[src/rtl/uart_host_port.sv]
`default_nettype none
// ============================================================================
//  Module   : uart_host_port
//  Purpose  : Byte-wide host bridge for a UART-style design port. Bytes the
//             design strobes out on txclk are paced and queued in an up-FIFO
//             for the host. Bytes the host pushes are queued in a down-FIFO
//             and handed to the design, one per rxclk strobe.
//  Revision : 1.0  initial release
// ----------------------------------------------------------------------------
//  Ports
//    hz100      in   1  clock (all state on rising edge)
//    reset      in   1  asynchronous active-high reset
//    txdata     in   8  byte offered by the design
//    txclk      in   1  transmit strobe, rising edge offers txdata
//    txready    out  1  a byte can be accepted
//    rxdata     out  8  down-FIFO head presented to the design
//    rxclk      in   1  receive acknowledge, rising edge consumes rxdata
//    rxready    out  1  rxdata valid
//    h_rx_data  out  8  up-FIFO head presented to the host
//    h_rx_valid out  1  up-FIFO non-empty
//    h_rx_pop   in   1  host removes up-FIFO head
//    h_tx_data  in   8  host byte toward the design
//    h_tx_push  in   1  append h_tx_data to down-FIFO
//    h_tx_full  out  1  down-FIFO full
//    overrun    out  1  sticky: txclk edge seen while txready was low
// ============================================================================
module uart_host_port #(
    parameter int DEPTH       = 4,
    parameter int BYTE_CYCLES = 10
) (
    input  logic       hz100,
    input  logic       reset,
    input  logic [7:0] txdata,
    input  logic       txclk,
    output logic       txready,
    output logic [7:0] rxdata,
    input  logic       rxclk,
    output logic       rxready,
    output logic [7:0] h_rx_data,
    output logic       h_rx_valid,
    input  logic       h_rx_pop,
    input  logic [7:0] h_tx_data,
    input  logic       h_tx_push,
    output logic       h_tx_full,
    output logic       overrun
);

    localparam int c_PTR_W  = (DEPTH > 1) ? $clog2(DEPTH) : 1;
    localparam int c_CNT_W  = c_PTR_W + 1;
    localparam int c_BUSY_W = $clog2(BYTE_CYCLES + 1);

    localparam logic [c_CNT_W-1:0]  c_FULL     = c_CNT_W'(DEPTH);
    localparam logic [c_BUSY_W-1:0] c_BUSY_LD  = c_BUSY_W'(BYTE_CYCLES);
    localparam logic [c_PTR_W-1:0]  c_PTR_ONE  = c_PTR_W'(1);
    localparam logic [c_CNT_W-1:0]  c_CNT_ONE  = c_CNT_W'(1);
    localparam logic [c_BUSY_W-1:0] c_BUSY_ONE = c_BUSY_W'(1);

    // Strobe history; reset high so a strobe held across reset release
    // does not look like a fresh edge.
    logic r_txclk_q;
    logic r_rxclk_q;

    // Up-FIFO (design -> host)
    logic [7:0]         r_up_mem [DEPTH];
    logic [c_PTR_W-1:0] r_up_wptr;
    logic [c_PTR_W-1:0] r_up_rptr;
    logic [c_CNT_W-1:0] r_up_cnt;

    // Down-FIFO (host -> design)
    logic [7:0]         r_dn_mem [DEPTH];
    logic [c_PTR_W-1:0] r_dn_wptr;
    logic [c_PTR_W-1:0] r_dn_rptr;
    logic [c_CNT_W-1:0] r_dn_cnt;

    logic [c_BUSY_W-1:0] r_busy;
    logic                r_txready;
    logic                r_overrun;

    logic                w_tx_edge;
    logic                w_rx_edge;
    logic                w_up_wr;
    logic                w_up_rd;
    logic                w_dn_wr;
    logic                w_dn_rd;
    logic                w_dn_full;
    logic [c_CNT_W-1:0]  w_up_cnt_nxt;
    logic [c_CNT_W-1:0]  w_dn_cnt_nxt;
    logic [c_BUSY_W-1:0] w_busy_nxt;
    logic                w_txready_nxt;

    assign w_tx_edge = txclk & ~r_txclk_q;
    assign w_rx_edge = rxclk & ~r_rxclk_q;

    // r_txready already implies the up-FIFO has room.
    assign w_up_wr   = w_tx_edge & r_txready;
    assign w_up_rd   = h_rx_pop & (r_up_cnt != '0);

    // A full down-FIFO still takes a push when the head leaves that cycle.
    assign w_dn_full = (r_dn_cnt == c_FULL);
    assign w_dn_rd   = w_rx_edge & (r_dn_cnt != '0);
    assign w_dn_wr   = h_tx_push & (~w_dn_full | w_dn_rd);

    always_comb begin
        w_up_cnt_nxt = r_up_cnt;
        if (w_up_wr && !w_up_rd) begin
            w_up_cnt_nxt = r_up_cnt + c_CNT_ONE;
        end else if (!w_up_wr && w_up_rd) begin
            w_up_cnt_nxt = r_up_cnt - c_CNT_ONE;
        end

        w_dn_cnt_nxt = r_dn_cnt;
        if (w_dn_wr && !w_dn_rd) begin
            w_dn_cnt_nxt = r_dn_cnt + c_CNT_ONE;
        end else if (!w_dn_wr && w_dn_rd) begin
            w_dn_cnt_nxt = r_dn_cnt - c_CNT_ONE;
        end

        w_busy_nxt = r_busy;
        if (w_up_wr) begin
            w_busy_nxt = c_BUSY_LD;
        end else if (r_busy != '0) begin
            w_busy_nxt = r_busy - c_BUSY_ONE;
        end

        // Registered from next-state values so txready tracks the busy
        // counter and occupancy without an extra cycle of lag.
        w_txready_nxt = (w_busy_nxt == '0) && (w_up_cnt_nxt != c_FULL);
    end

    always_ff @(posedge hz100 or posedge reset) begin
        if (reset) begin
            r_txclk_q <= 1'b1;
            r_rxclk_q <= 1'b1;
            r_up_wptr <= '0;
            r_up_rptr <= '0;
            r_up_cnt  <= '0;
            r_dn_wptr <= '0;
            r_dn_rptr <= '0;
            r_dn_cnt  <= '0;
            r_busy    <= '0;
            r_txready <= 1'b1;
            r_overrun <= 1'b0;
        end else begin
            r_txclk_q <= txclk;
            r_rxclk_q <= rxclk;
            if (w_up_wr) begin
                r_up_wptr <= r_up_wptr + c_PTR_ONE;
            end
            if (w_up_rd) begin
                r_up_rptr <= r_up_rptr + c_PTR_ONE;
            end
            if (w_dn_wr) begin
                r_dn_wptr <= r_dn_wptr + c_PTR_ONE;
            end
            if (w_dn_rd) begin
                r_dn_rptr <= r_dn_rptr + c_PTR_ONE;
            end
            r_up_cnt  <= w_up_cnt_nxt;
            r_dn_cnt  <= w_dn_cnt_nxt;
            r_busy    <= w_busy_nxt;
            r_txready <= w_txready_nxt;
            if (w_tx_edge && !r_txready) begin
                r_overrun <= 1'b1;
            end
        end
    end

    // Storage carries no reset; outputs are masked while a FIFO is empty.
    always_ff @(posedge hz100) begin
        if (w_up_wr) begin
            r_up_mem[r_up_wptr] <= txdata;
        end
        if (w_dn_wr) begin
            r_dn_mem[r_dn_wptr] <= h_tx_data;
        end
    end

    assign txready    = r_txready;
    assign overrun    = r_overrun;
    assign h_rx_valid = (r_up_cnt != '0);
    assign h_rx_data  = h_rx_valid ? r_up_mem[r_up_rptr] : 8'h00;
    assign rxready    = (r_dn_cnt != '0);
    assign rxdata     = rxready ? r_dn_mem[r_dn_rptr] : 8'h00;
    assign h_tx_full  = w_dn_full;

endmodule
`default_nettype wire
[config.mk]
export PLATFORM = sky130hd
export DESIGN_NAME = uart_host_port
export DESIGN_NICKNAME = d
export VERILOG_FILES = /design/src/rtl/uart_host_port.sv
export SDC_FILE = /design/constraint.sdc
export NUM_CORES = 1
export LEC_CHECK = 0
export CAP_MARGIN = 10
export CORE_MARGIN = 2
export CORE_UTILIZATION = 50
export DETAILED_ROUTE_END_ITERATION = 7
export GPL_TIMING_DRIVEN = 0
export PLACE_DENSITY = 0.72
export SLEW_MARGIN = 20
export SYNTH_ARGS = -nofsm -noshare
export SYNTH_HDL_FRONTEND = slang
export SYNTH_SLANG_ARGS = --single-unit
export TNS_END_PERCENT = 10
[constraint.sdc]
create_clock -name hz100 -period 2.2 [get_ports hz100]
set_input_delay 0.55 -clock hz100 [delete_from_list [all_inputs] [get_ports hz100]]
set_output_delay 0.55 -clock hz100 [all_outputs]
set_load 0.02 [all_outputs]
Word-level counts from Yosys, hierarchy flattened
Memories as Yosys holds them, arrays and structs flattened.
Index checks and enable logic that the tools add are counted.
{"block": "op_classes", "n_mux": 12, "addsub": 9, "n_eq_ne": 2, "n_reduce_logical": 16, "bitwise_logic": 10}
{"operator": "two-way mux 8 bit", "count": 2}
{"operator": "two-way mux 3 bit", "count": 4}
{"operator": "adder 2 x 1 -> 2 bit, second input constant", "count": 4}
{"operator": "two-way mux 4 bit", "count": 2}
{"operator": "adder 3 x 1 -> 3 bit, second input constant", "count": 2}
{"operator": "bitwise AND 1 bit", "count": 6}
{"operator": "logical AND 1 bit", "count": 6}
{"operator": "nonzero test 3 bit", "count": 2}
{"operator": "subtractor 3 x 1 -> 3 bit, second input constant", "count": 2}
{"operator": "logical NOT 1 bit", "count": 5}
{"operator": "logical NOT 4 bit", "count": 1}
{"operator": "two-way mux 1 bit", "count": 4}
{"operator": "nonzero test 4 bit", "count": 1}
{"operator": "subtractor 4 x 1 -> 4 bit, second input constant", "count": 1}
{"operator": "equality test 3 bit, second input constant", "count": 1}
{"operator": "!= test 3 bit, second input constant", "count": 1}
{"operator": "inverter 1 bit", "count": 3}
{"operator": "nonzero test 2 bit", "count": 1}
{"operator": "OR 1 bit", "count": 1}
{"block": "totals", "memories": 2, "input_bits": 22, "output_inout_bits": 21, "reg_bits": 22, "ramBits": 64}
{"memory": "r_dn_mem", "words": 4, "word_bits": 8, "read_ports": 1, "rd_clocked_by_memory_dff": 0, "write_ports": 1, "line_no": "70", "rtl": "logic [7:0] r_dn_mem [DEPTH];"}
{"memory": "r_up_mem", "words": 4, "word_bits": 8, "read_ports": 1, "rd_clocked_by_memory_dff": 0, "write_ports": 1, "line_no": "64", "rtl": "logic [7:0] r_up_mem [DEPTH];"}

Logic depth before layout (Yosys ltp)
{"block": "depth", "depth_word": 9, "ltp_mapped": 9, "mapped_depth_nobuf": 9}

Worst setup path after synthesis
OpenSTA, ideal clock, no wires.
{"block": "synth_timing", "path_type": "reg2reg", "startpoint": "register r_dn_cnt[0]", "endpoint": "register r_dn_cnt[1]", "n_path_buf": 0, "arrival_ps": 2269, "path_slack_ps": -193, "path_stages_with_launch": 7, "setup_time_ps": 125, "synth_period_minus_slack_ps": 2393, "required_time_ps": 2075, "path_cell_list": "dfrtp_1 -> nor3b_1 -> a21boi_2 -> ha_1 -> inv_1 -> fa_1 -> mux2_2"}
{"element": "from (decl)", "line_no": "73", "rtl": "logic [c_CNT_W-1:0] r_dn_cnt;"}
{"element": "from (signal assigned)", "line_no": "159", "rtl": "r_dn_cnt <= w_dn_cnt_nxt;"}
{"element": "equality test 3 bit", "line_no": "99", "rtl": "assign w_dn_full = (r_dn_cnt == c_FULL);"}
{"element": "via h_tx_full", "line_no": "44", "rtl": "output logic h_tx_full,"}
{"element": "inverter 1 bit", "line_no": "101", "rtl": "assign w_dn_wr = h_tx_push & (~w_dn_full | w_dn_rd);"}
{"element": "OR 1 bit", "line_no": "101"}
{"element": "bitwise AND 1 bit", "line_no": "101"}
{"element": "via w_dn_wr", "line_no": "83", "rtl": "logic w_dn_wr;"}
{"element": "logical AND 1 bit", "line_no": "112", "rtl": "if (w_dn_wr && !w_dn_rd) begin"}
{"element": "two-way mux 3 bit", "line_no": "112"}
{"element": "via w_dn_cnt_nxt[1]", "line_no": "87", "rtl": "logic [c_CNT_W-1:0] w_dn_cnt_nxt;"}
The timed path passes the listed nets, and every way through them passes these cells. The select of a mux whose other input is x is not followed.
A chain may end at the register's enable or synchronous reset.

Final worst setup path
{"block": "layout_timing", "startpoint": "register r_dn_rptr[0]", "endpoint": "output port rxdata[0]"}
{"block": "layout_via", "elab_chain_len": 2}
{"element": "from (decl)", "line_no": "72", "rtl": "logic [c_PTR_W-1:0] r_dn_rptr;"}
{"element": "from (signal assigned)", "line_no": "156", "rtl": "r_dn_rptr <= r_dn_rptr + c_PTR_ONE;"}
{"element": "memory read (4 x 8 bit)"}
{"element": "two-way mux 8 bit", "line_no": "183", "rtl": "assign rxdata = rxready ? r_dn_mem[r_dn_rptr] : 8'h00;"}
{"element": "to (decl)", "line_no": "36", "rtl": "output logic [7:0] rxdata,"}
No other way between the ends.

==> impl_metrics.csv <==
group,metric,value,unit
routing,drtIter0Drc,66,
power_and_ir_drop,p_sw_share,34.2,%
clock_tree,clk_pin_slew,0.08,ns
critical_path,worstPathArrival,1.72,ns
floorplan,die_width,89.4,µm
timing,fmax,440,MHz
job,drv_cap,0,
timing,rsz0062_at_grt,"true",
power_and_ir_drop,switching_power,2020,µW
critical_path,critPathMaxFanout,5,
min_path,min_path_type,"reg -> reg",
clock_tree,htreeDepth,3,
synth,synth.avg_cell_area,17.1,µm²
global_route,globalRouteOverflowTotal,0,
status,status,"finished, violations left",
placement,hpwlAfterDp,3900,µm
timing,finClkSkew,0.0124,ns
synth,synthDistinctLibCells,39,
synth,synthXorXnorAreaFrac,2.88,%
timing,timing.final.ws_setup,-0.0733,ns
critical_path,cp.required,1.65,ns
routing,dr.pass1.iters,4,
status,violations,"negative setup slack",
floorplan,core_area,7180,µm²
critical_path,path_cells,"buf_4, buf_16, mux4_2, nor2b_1, buf_2",
floorplan,initial_utilization,50.9,%
synth,yosysWarnings,0,
timing,finalSetupViolations,11,
final_layout,final_cell_mix,"edfxtp_1 (64), clkdlybuf4s50_1 (23), dfrtp_1 (17)",
clock_tree,tritoncts,"built",
synth,synth.area.mux_share,10.2,%
floorplan,die_y,89.4,µm
synth,syn_area,3650,µm²
synth,ys_seq_area_share,67.8,%
clock_tree,insertion_delay,0.34,ns
clock_tree,cts_max_path_buffers,2,
power_and_ir_drop,power_leakage,0.00171,µW
synth,synth_top_area_share,52.7,%
synth,synth_top_family_by_area,"multiplexers",
clock_tree,cts_buffers,9,
timing,maxSlewHeadroom,42.9,%
synth,yosys.area_share.adder,5.01,%
power_and_ir_drop,clockPowerShare,17.5,%
floorplan,fp-row-count,31,
floorplan,die_area,8000,µm²
global_route,first_global_vias,1913,
placement,dp_slack,-0.445,ns
routing,ant_nets,0,
timing,tns,-0.435,ns
routing,vias,1900,
global_route,grt_first_pass_wirelength,9360,µm
floorplan,pin_count,43,
synth,synth_area_leader_cell,"edfxtp_1",
routing,wl_per_cell,15.7,µm
placement,gp_congestion,0.796,
clock_tree,clkSinkCount,86,
final_layout,n_antenna_cell,0,
synth,synth_compound_area_share,2.71,%
routing,wirelength,5880,µm
timing,period_needed,2.27,ns
power_and_ir_drop,ir_drop,0.573,mV
synth,synthSimpleGateAreaFrac,9.26,%
critical_path,crit_type,"reg -> out",
critical_path,slowest_stage,"dfrtp_2",
placement,place_area,4200,µm²
placement,portBuffers,42,
critical_path,startpoint_type,"register",
power_and_ir_drop,p_per_area,1300,nW/µm²
final_layout,stdcell_area,4530,µm²
global_route,grt_usage,16.0,%
timing,tightest_slew,0.855,ns
global_route,antenna_found_initial,0,
clock_tree,cts_root_buffer,"clkbuf_8",
power_and_ir_drop,p_int,3880,µW
critical_path,cp_slowest_stage_delay,0.41,ns
synth,yosys-top-cells-area,"edfxtp_1 (53%), dfrtp_1 (13%), mux4_2 (9.9%)",
power_and_ir_drop,pwr-share-comb,42.9,%
final_layout,layout.nets,307,
synth,postSynthCellCount,214,
power_and_ir_drop,power,5890,µW
synth,ys_ff_latch,86,
power_and_ir_drop,seq_power_share,39.6,%
synth,synth_nets,250,
routing,via_per_inst,5.07,
final_layout,layout_commonest_cell,"edfxtp_1",
critical_path,crit_path_end_kind,"primary output",
global_route,grt_max_degree,23,
final_layout,drive_gt1_share,31.5,%
final_layout,area_growth,24.0,%
timing,finalCritPeriodShare,103,%
timing,timing.final.max_slew_violations,0,
timing,hold_viol_final,0,
clock_tree,postCtsHoldBufs,0,
routing,post-route-drc-count,0,
## metal layers
layer	track usage, %	wire length, µm
met1	20.7	2580
met2	27.1	3070
met3	4.16	194
met4	4.07	41
met5	0	0
## metrics by stage
stage | utilization (%) | hold slack, ns | cells
5_1_grt | 63.1 | 0.495 | 375
6_report | 63.1 | 0.464 | 375
2_1_floorplan | - | 0.473 | 214
3_5_place_dp | 58.5 | 0.451 | 355
3_3_place_gp | 58.5 | 0.448 | 355
4_1_cts | 62.0 | 0.474 | 373
## worst paths after layout
| kind | cells past startpoint | slack, ns | to | start |
|---|---|---|---|---|
| max | 5 | -0.07 | rxdata[0] | r_dn_rptr[0]$_DFFE_PP0P_ |
| max in group asynchronous | 2 | 0.94 | r_dn_rptr[0]$_DFFE_PP0P_ | reset |
| max reg2reg | 10 | 0.07 | r_dn_cnt[2]$_DFFE_PP0P_ | r_dn_cnt[1]$_DFFE_PP0P_ |
| min reg2reg | 1 | 0.46 | overrun$_DFFE_PP0P_ | overrun$_DFFE_PP0P_ |
| min | 1 | 0.46 | overrun$_DFFE_PP0P_ | overrun$_DFFE_PP0P_ |
| min in group asynchronous | 2 | 0.68 | r_busy[3]$_DFF_PP0_ | reset |
## Yosys cell counts
master / count
nor3b_1: 2
and2_1: 16
ha_1: 13
a21boi_2: 1
o211ai_1: 2
nor3_1: 1
nand3b_4: 1
a21oi_1: 1
nor2b_1: 9
inv_1: 13
dfstp_2: 3
xnor2_1: 9
fa_1: 1
o2bb2ai_1: 1
nand3_2: 1
nor3_2: 1
or2_1: 1
mux4_2: 16
nand3_1: 3
nand2b_2: 1
and3b_1: 1
nand2_1: 7
buf_2: 2
clkinv_1: 1
clkbuf_1: 4
dfrtp_1: 19
o21ai_1: 2
xor2_1: 3
edfxtp_1: 64
nand2b_4: 1
nor2b_2: 1
o21ai_0: 1
mux2_2: 1
nor2_1: 4
o311a_1: 1
a21oi_4: 1
nand2b_1: 2
a211o_1: 2
or3_1: 1
## power groups by stage
stage / combinational [µW] / sequential, µW / clock (µW)
floorplan: 1580 / 2230 / 0
global placement: 2310 / 2250 / 0
detailed placement: 2360 / 2270 / 0
CTS: 2360 / 2330 / 1060
global route: 2750 / 2370 / 1140
finish: 2530 / 2330 / 1030
## sequential cells by signal, summed over array words and instances (netlist names)
signal,flops
r_up_wptr,2
r_rxclk_q,1
r_up_rptr,2
r_up_mem,32
r_up_cnt,3
r_busy,4
r_dn_cnt,3
txready,1
r_dn_rptr,2
r_dn_mem,32
overrun,1
r_txclk_q,1
r_dn_wptr,2
## what timing repair did
action                     4_1_cts  5_1_grt
setup buffers                    3        3
resized for setup               80       37
pin swaps                        1        4
gates cloned                     2        0
setup endpoints to repair       21       48
## critical path, delay by kind of cell (launching register included)
family,cells,cell delay (ns)
buffers and inverters,3,0.43
DFF,1,0.41
muxes,1,0.40
and+or+nand+nor,1,0.14
## layout make-up
cell class              instances  area, µm²
clock inverters                 7       66.3
fillers                       527       2650
flip-flops and latches         86       2480
clock buffers                   9        124
multi-input cells             108       1150
plain buffers                   2       18.8
well taps                      99        124
repair buffers                 50        510
inverters                      14       52.6
## logic make-up after synthesis
group / count (synthesis)
xor+xnor: 12
buf+inv: 20
compound gates: 12
fa+ha+maj: 14
mux: 17
simple gates: 53
flops: 86
Note: power is estimated with default switching activity, not from simulation.
